--- src/rtl/abs_diff_approx_pipe_if.sv ---
// Operand/result handshake bundle for abs_diff_approx_pipe, including the error-statistics outputs.
interface abs_diff_approx_pipe_if #(
    parameter int WIDTH = 4,
    parameter int CNT_W = 8
);
    localparam int TW = $clog2(WIDTH + 1);

    logic             in_valid;
    logic             in_ready;
    logic [WIDTH-1:0] in_a;
    logic [WIDTH-1:0] in_b;
    logic [TW-1:0]    cfg_trunc;
    logic             out_valid;
    logic             out_ready;
    logic [WIDTH-1:0] out_diff;
    logic [WIDTH-1:0] out_err;
    logic             stats_clr;
    logic [WIDTH-1:0] err_max;
    logic [CNT_W-1:0] err_cnt;
    logic             et_viol;

    modport master (
        output in_valid, in_a, in_b, cfg_trunc, out_ready, stats_clr,
        input  in_ready, out_valid, out_diff, out_err, err_max, err_cnt, et_viol
    );

    modport slave (
        input  in_valid, in_a, in_b, cfg_trunc, out_ready, stats_clr,
        output in_ready, out_valid, out_diff, out_err, err_max, err_cnt, et_viol
    );
endinterface

--- src/rtl/abs_diff_approx_pipe.sv ---
// Two-stage pipelined approximate |a-b| with runtime LSB truncation and a valid/ready handshake.
// Error statistics (err_max, err_cnt, et_viol) are built only when ABS_DIFF_ERR_STATS_EN is defined.
module abs_diff_approx_pipe #(
    parameter int WIDTH = 4,
    parameter int ET    = 3,
    parameter int CNT_W = 8
) (
    input  logic                  clk,
    input  logic                  rst_n,
    abs_diff_approx_pipe_if.slave bus
);
    localparam int            TW        = $clog2(WIDTH + 1);
    localparam logic [TW-1:0] TRUNC_MAX = TW'(WIDTH);

    logic             r_s1Valid;
    logic [WIDTH-1:0] r_a;
    logic [WIDTH-1:0] r_b;
    logic [TW-1:0]    r_trunc;
    logic             r_s2Valid;
    logic [WIDTH-1:0] r_diff;
    logic [WIDTH-1:0] r_err;

    logic             w_s1Load;
    logic             w_s2Load;
    logic             w_inReady;
    logic [TW-1:0]    w_truncEff;
    logic [WIDTH-1:0] w_exact;
    logic [WIDTH-1:0] w_lowMask;

    // s1 can take new operands whenever it is empty or draining into s2 this cycle.
    always_comb begin
        w_s2Load   = r_s1Valid && (!r_s2Valid || bus.out_ready);
        w_inReady  = !r_s1Valid || w_s2Load;
        w_s1Load   = bus.in_valid && w_inReady;
        w_truncEff = (bus.cfg_trunc > TRUNC_MAX) ? TRUNC_MAX : bus.cfg_trunc;
    end

    always_comb begin
        w_exact   = (r_a >= r_b) ? (r_a - r_b) : (r_b - r_a);
        w_lowMask = '0;
        for (int i = 0; i < WIDTH; i++) begin
            w_lowMask[i] = (i < int'(r_trunc));
        end
    end

    always_ff @(posedge clk or negedge rst_n) begin
        if (!rst_n) begin
            r_s1Valid <= 1'b0;
            r_a       <= '0;
            r_b       <= '0;
            r_trunc   <= '0;
        end else if (w_s1Load) begin
            r_s1Valid <= 1'b1;
            r_a       <= bus.in_a;
            r_b       <= bus.in_b;
            r_trunc   <= w_truncEff;
        end else if (w_s2Load) begin
            r_s1Valid <= 1'b0;
        end
    end

    // s2 only reloads when its current result is gone, so a stalled result holds stable.
    always_ff @(posedge clk or negedge rst_n) begin
        if (!rst_n) begin
            r_s2Valid <= 1'b0;
            r_diff    <= '0;
            r_err     <= '0;
        end else if (w_s2Load) begin
            r_s2Valid <= 1'b1;
            r_diff    <= w_exact & ~w_lowMask;
            r_err     <= w_exact & w_lowMask;
        end else if (bus.out_ready) begin
            r_s2Valid <= 1'b0;
        end
    end

    assign bus.in_ready  = w_inReady;
    assign bus.out_valid = r_s2Valid;
    assign bus.out_diff  = r_diff;
    assign bus.out_err   = r_err;

`ifdef ABS_DIFF_ERR_STATS_EN
    logic             r_errMax;
    logic [WIDTH-1:0] r_errMaxVal;
    logic [CNT_W-1:0] r_errCnt;
    logic             r_etViol;
    logic             w_outFire;

    assign w_outFire = r_s2Valid && bus.out_ready;

    // A clear in the same cycle as a delivery wins; that delivery is not counted.
    always_ff @(posedge clk or negedge rst_n) begin
        if (!rst_n) begin
            r_errMaxVal <= '0;
            r_errCnt    <= '0;
            r_etViol    <= 1'b0;
        end else if (bus.stats_clr) begin
            r_errMaxVal <= '0;
            r_errCnt    <= '0;
            r_etViol    <= 1'b0;
        end else if (w_outFire) begin
            if (r_err > r_errMaxVal) begin
                r_errMaxVal <= r_err;
            end
            if ((r_err != '0) && (r_errCnt != '1)) begin
                r_errCnt <= r_errCnt + CNT_W'(1);
            end
            if (int'(r_err) > ET) begin
                r_etViol <= 1'b1;
            end
        end
    end

    assign r_errMax    = 1'b0;
    assign bus.err_max = r_errMaxVal;
    assign bus.err_cnt = r_errCnt;
    assign bus.et_viol = r_etViol;
`else
    logic w_unusedStatsClr;

    assign w_unusedStatsClr = bus.stats_clr;
    assign bus.err_max      = '0;
    assign bus.err_cnt      = '0;
    assign bus.et_viol      = 1'b0;
`endif
endmodule
--- src/flat_wrapper.sv ---
// flat-port wrapper written by rule: the top's interface ports become plain ports
module abs_diff_approx_pipe_flat 
#(
    parameter int WIDTH = 4,
    parameter int ET    = 3,
    parameter int CNT_W = 8
)
  (clk, rst_n, bus_in_valid, bus_in_a, bus_in_b, bus_cfg_trunc, bus_out_ready, bus_stats_clr, bus_in_ready, bus_out_valid, bus_out_diff, bus_out_err, bus_err_max, bus_err_cnt, bus_et_viol);
  abs_diff_approx_pipe_if #(.WIDTH(WIDTH), .CNT_W(CNT_W)) bus_i ();
  input  logic clk;
  input  logic rst_n;
  input wire logic [$bits(bus_i.in_valid)-1:0] bus_in_valid;
  input wire logic [$bits(bus_i.in_a)-1:0] bus_in_a;
  input wire logic [$bits(bus_i.in_b)-1:0] bus_in_b;
  input wire logic [$bits(bus_i.cfg_trunc)-1:0] bus_cfg_trunc;
  input wire logic [$bits(bus_i.out_ready)-1:0] bus_out_ready;
  input wire logic [$bits(bus_i.stats_clr)-1:0] bus_stats_clr;
  output wire logic [$bits(bus_i.in_ready)-1:0] bus_in_ready;
  output wire logic [$bits(bus_i.out_valid)-1:0] bus_out_valid;
  output wire logic [$bits(bus_i.out_diff)-1:0] bus_out_diff;
  output wire logic [$bits(bus_i.out_err)-1:0] bus_out_err;
  output wire logic [$bits(bus_i.err_max)-1:0] bus_err_max;
  output wire logic [$bits(bus_i.err_cnt)-1:0] bus_err_cnt;
  output wire logic [$bits(bus_i.et_viol)-1:0] bus_et_viol;
  assign bus_i.in_valid = bus_in_valid;
  assign bus_i.in_a = bus_in_a;
  assign bus_i.in_b = bus_in_b;
  assign bus_i.cfg_trunc = bus_cfg_trunc;
  assign bus_i.out_ready = bus_out_ready;
  assign bus_i.stats_clr = bus_stats_clr;
  assign bus_in_ready = bus_i.in_ready;
  assign bus_out_valid = bus_i.out_valid;
  assign bus_out_diff = bus_i.out_diff;
  assign bus_out_err = bus_i.out_err;
  assign bus_err_max = bus_i.err_max;
  assign bus_err_cnt = bus_i.err_cnt;
  assign bus_et_viol = bus_i.et_viol;
  abs_diff_approx_pipe #(.WIDTH(WIDTH), .ET(ET), .CNT_W(CNT_W)) u_core (.clk(clk), .rst_n(rst_n), .bus(bus_i));
endmodule
--- config.mk ---
export PLATFORM = sky130hd
export DESIGN_NAME = abs_diff_approx_pipe_flat
export DESIGN_NICKNAME = d
export VERILOG_FILES = /design/src/rtl/abs_diff_approx_pipe_if.sv /design/src/rtl/abs_diff_approx_pipe.sv /design/src/flat_wrapper.sv
export SDC_FILE = /design/constraint.sdc
export NUM_CORES = 1
export LEC_CHECK = 0
export ABC_AREA = 1
export ABC_CLOCK_PERIOD_IN_PS = 1850
export CAP_MARGIN = 30
export CORE_UTILIZATION = 46
export CTS_CLUSTER_SIZE = 8
export DETAILED_ROUTE_END_ITERATION = 16
export PLACE_DENSITY = 0.79
export SLEW_MARGIN = 15
export SYNTH_ARGS = -nofsm -noshare
export SYNTH_HDL_FRONTEND = slang
export SYNTH_SLANG_ARGS = --single-unit
--- constraint.sdc ---
create_clock -name clk -period 1.85 [get_ports clk]
set_input_delay 0.37 -clock clk [delete_from_list [all_inputs] [get_ports clk]]
set_output_delay 0.37 -clock clk [all_outputs]
set_load 0.005 [all_outputs]
Word level (Yosys, flattened, before mapping)
Index checks and enable logic that the tools add are counted.

Flip-flop bits (word level): 21. Input bits: 16. Output and inout bits: 23. Logic and storage cells: 32.

Add/subtract/negate cells: 2. Magnitude comparators: 6. Mux-type cells: 6. Bitwise logic cells: 3. Reduce and logical (&&, ||, !) cells: 8.

Operators by type and width (number): AND 4 bit (2); subtractor 4 bit (2); less-than comparator 1 x 3 -> 1 bit (first input constant) (2); less-than comparator 2 x 3 -> 1 bit (first input constant) (2); >= comparator 4 bit (1); two-way mux 1 bit (4); two-way mux 4 bit (1); NOT 4 bit (1); nonzero test 2 bit (2); greater-than comparator 3 bit (second input constant) (1); two-way mux 3 bit (1); logical AND 1 bit (2); logical NOT 1 bit (2); logical OR 1 bit (2).

Longest topological paths before layout
Word-level depth: 6. Gate-level depth with buffers: 12. Depth with buffers taken out: 12.

Worst setup path after synthesis
OpenSTA, ideal clock, no wires.

Path type: register to register. Start point: register u_core.r_a[0]. End point: register u_core.r_diff[2] (netlist: u_core.bus.out_diff[2]). Setup time: 0.131 ns. Data arrival time: 1.489 ns. Required time: 1.719 ns. Path slack: 0.230 ns. Cell stages (with the launch flop): 11. Buffers on the path: 0. Period minus slack after synthesis: 1.620 ns. Path through: dfrtp_1 inv_1 ha_1 inv_1 fa_1 inv_1 nand2_1 nand2_1 nand2_1 o21ai_0 a21oi_1.

Word-level cells in the longest chain between the ends: 3. Elaborated cells on any way between the ends: 5. Those cells by class: add/sub (2); order compare (1); mux (1); bitwise (1).

RTL lines: start, declared (line abs_diff_approx_pipe.sv:16) `logic [WIDTH-1:0] r_a;`; start signal, assigned (line abs_diff_approx_pipe.sv:54) `r_a <= bus.in_a;`; subtractor 4 bit or >= comparator 4 bit (tied branches) (line abs_diff_approx_pipe.sv:39) `w_exact = (r_a >= r_b) ? (r_a - r_b) : (r_b - r_a);`; two-way mux 4 bit * (line abs_diff_approx_pipe.sv:39); AND 4 bit * (line abs_diff_approx_pipe.sv:70) `r_diff <= w_exact & ~w_lowMask;`; end signal, assigned (line abs_diff_approx_pipe.sv:70); end, declared (line abs_diff_approx_pipe.sv:20) `logic [WIDTH-1:0] r_diff;`.

Mark *: on every way between the ends. The rest lies on a longest branch, timed or not. A chain may end at the register's enable or synchronous reset.

Final worst setup path
Start point: register u_core.r_a[0]. End point: register u_core.r_diff[1] (netlist: u_core.bus.out_diff[1]).

Same word-level chain as after synthesis.

==> results.yml <==
route:
  via_per_inst: 4.60
  drc: 0
  wl_um: 2150
  postRouteAntennaNets: 0
  firstDrtPassIters: 4
  drt-wirelength-per-cell_um: 10.2
  drt_iter0_markers: 10
  routed-via-count: 971
setup_path:
  startpoint_type: "flip-flop"
  path_cells: "inv_1, ha_1, inv_1, fa_2, inv_1, nand2_1, nand2_1, nand2_1, nand2_1, nand3_1, nand2_1, inv_1"
  cp_max_fo: 4
  crit_type: "reg2reg"
  worst_ep_required_time_ns: 2.06
  slowest_stage: "dfrtp_1"
  startpoint: "u_core.r_a[0]"
  critical_path_buf_inv_count: 4
  reg2reg_depth: 12
  crit_end: "u_core.bus.out_diff[1]"
  timing.critical_path.mode_cell: "nand2_1"
  critPathTopFamily: "adder cells"
  r2r_slack_ns: 0.18
  critPathArrivalTime_ns: 1.88
  r2r_end: "u_core.bus.out_diff[1]"
  cp-end-kind: "flip-flop"
  crit_cells: 12
  critPathMaxStageDelay_ns: 0.40
  reg2reg_from: "u_core.r_a[0]"
clock_network:
  cts_tree: "done"
  post_cts_buffers: 0
  clk_root_buffer_cell: "clkbuf_4"
  cts_buffers: 3
  cts_resized: 0
  clk_pin_slew_ns: 0.12
  htree_levels: 1
  clk_latency_ns: 0.30
  clockBufferDepth: 2
  holdBufCountCts: 0
  cts_sinks: 21
die:
  fp.dieW_um: 54.7
  start_util: 0.502
  die_area_sq_mm: 0.00299
  rows: 18
  die_height_um: 54.7
  fp.coreArea_sq_mm: 0.00254
  io_pins: 39
power_and_ir_drop:
  p_int_w: 0.000998
  power.leakage_nw: 0.799
  sequentialPowerShare: 0.420
  irDropWorstVdd_v: 0.000768
  switching_share: 0.354
  power.total_w: 0.00155
  clockPowerShare: 0.141
  power_density_mw_per_mm2: 1010
  switchingPower_w: 0.000547
  comb_power_share: 0.439
final_layout:
  instances_no_fill: 211
  seq_area_sq_um: 526
  multiInputGateArea_sq_um: 589
  final_nets: 207
  drive_gt1_frac: 0.0939
  antennaDiodeCount: 0
  synthToLayoutAreaGrowth_pct: 19.9
  final.fill_count: 216
place:
  dp.cells: 207
  place_congestion: 0.895
  port_buffers: 24
  place_hpwl_um: 1780
  place_ws_ns: 0.0108
logic_synthesis:
  ys.flop_type: "dfrtp_1"
  avgSynthCellArea_sq_um: 8.30
  netlist_instances: 154
  synth-edff-count: 0
  netlist_area_sq_mm: 0.00128
  yosys_warnings: 0
  ys_seq_area_frac: 0.411
  async_reset_ff_frac: 1.00
  synthDistinctLibCells: 23
  ys_seq_elements: 21
global_routing:
  grtUsageMet3: 0.0250
  grt.met1_usage: 0.221
  grt_use_met2: 0.307
  grt_pass1_wl_um: 3800
  track_usage: 0.176
  grt_max_degree: 22
  grt-ovfl-total: 0
  antenna_found_initial: 0
  first_global_vias: 922
  grt.busiest_layer: "met2"
timing:
  min_period_over_period: 0.902
  setup_ws_ns: 0.182
  finalSetupViolations: 0
  grt_setup_unrepaired: "no"
  maxSlewViolCount: 0
  finalCriticalPeriod_ns: 1.67
  fmax_ghz: 0.600
  hold_viol: 0
  fin_tns_setup_ns: 0
  skew_ns: 0.0109
hold_path:
  hp-class: "in2async"
outcome:
  outcome: "completed"
run:
  cap_viol_max_count: 0
## cell families (layout without fill, tap and decap cells)
logic type / count (synthesis) / count (layout) / share of synthesized area
buffers and inverters: 39 / 54 / 0.167
AO/OA/AOI/OAI: 20 / 20 / 0.0930
XOR/XNOR: 2 / 2 / 0.0137
adder cells (fa/ha/maj): 9 / 9 / 0.0999
AND/OR/NAND/NOR: 62 / 62 / 0.212
flip-flops: 21 / 21 / 0.411
other: 1 / 13 / 0.00294
## state kept, by name, indices dropped and copies added, names as in the netlist
register / flops
u_core.r_b: 4
u_core.bus.out_diff: 4
u_core.bus.out_valid: 1
u_core.r_trunc: 3
u_core.r_a: 4
u_core.r_s1Valid: 1
u_core.bus.out_err: 4
## cells in the final DEF, fill, tap and decap left out, types with 3 or more instances in the layout
cell type	count
clkbuf_4	3
o21ai_1	3
buf_4	3
inv_1	22
nand3_1	11
nor2_1	4
ha_1	7
nand2_1	40
o21ai_0	10
nand2_2	3
dfrtp_1	21
a21oi_1	4
clkdlybuf4s50_1	23
conb_1	13
## power by group through the flow
stage               clock [W]  combinational, W  sequential, W
finish               0.000217          0.000679       0.000649
floorplan                   0          0.000414       0.000653
detailed placement          0          0.000674       0.000660
CTS                  0.000222          0.000676       0.000650
global route         0.000240          0.000790       0.000664
global placement            0          0.000655       0.000650
## final cells by class
type	count	share of cell area
inverter	23	0.0564
clock inverter	1	0.00327
multi-input combinational	106	0.385
clock buffer	3	0.0147
tap	30	0.0245
timing repair buffer	27	0.173
sequential	21	0.343
## per-stage QoR
stage | hold slack, ns | utilization | area (sq um)
3_3_place_gp | 0.464 | 0.588 | 1500
2_1_floorplan | 0.0744 | - | 1320
5_1_grt | 0.426 | 0.602 | 1530
4_1_cts | 0.406 | 0.598 | 1520
6_report | 0.398 | 0.602 | 1530
3_5_place_dp | 0.472 | 0.588 | 1500
## synthesized netlist by cell type (all sizes together), types with 2 or more instances
cell type  instances  area (sq um)
nand2             43           169
inv               23          86.3
dfrtp             21           526
buf               16           128
o21ai             14          70.1
nand3             12          65.1
ha                 7          87.6
a21oi              4          20.0
nor2               4          15.0
or2                3          21.3
fa                 2          40.0
## metal layers
| layer | wire length [um] | up-vias |
|---|---|---|
| li1 | - | 503 |
| met1 | 920 | 437 |
| met2 | 1140 | 29 |
| met3 | 80 | 2 |
| met4 | 10 | 0 |
| met5 | 0 | - |
## worst min path at each step
stage,end,cells after the start
5_1_grt,u_core.bus.out_err[0],2
2_1_floorplan,u_core.bus.out_diff[0],0
3_5_place_dp,u_core.bus.out_diff[3],2
6_report,u_core.bus.out_err[1],2
3_3_place_gp,u_core.bus.out_diff[3],2
4_1_cts,u_core.r_trunc[1],2
Power figures use the tool's default switching activity.
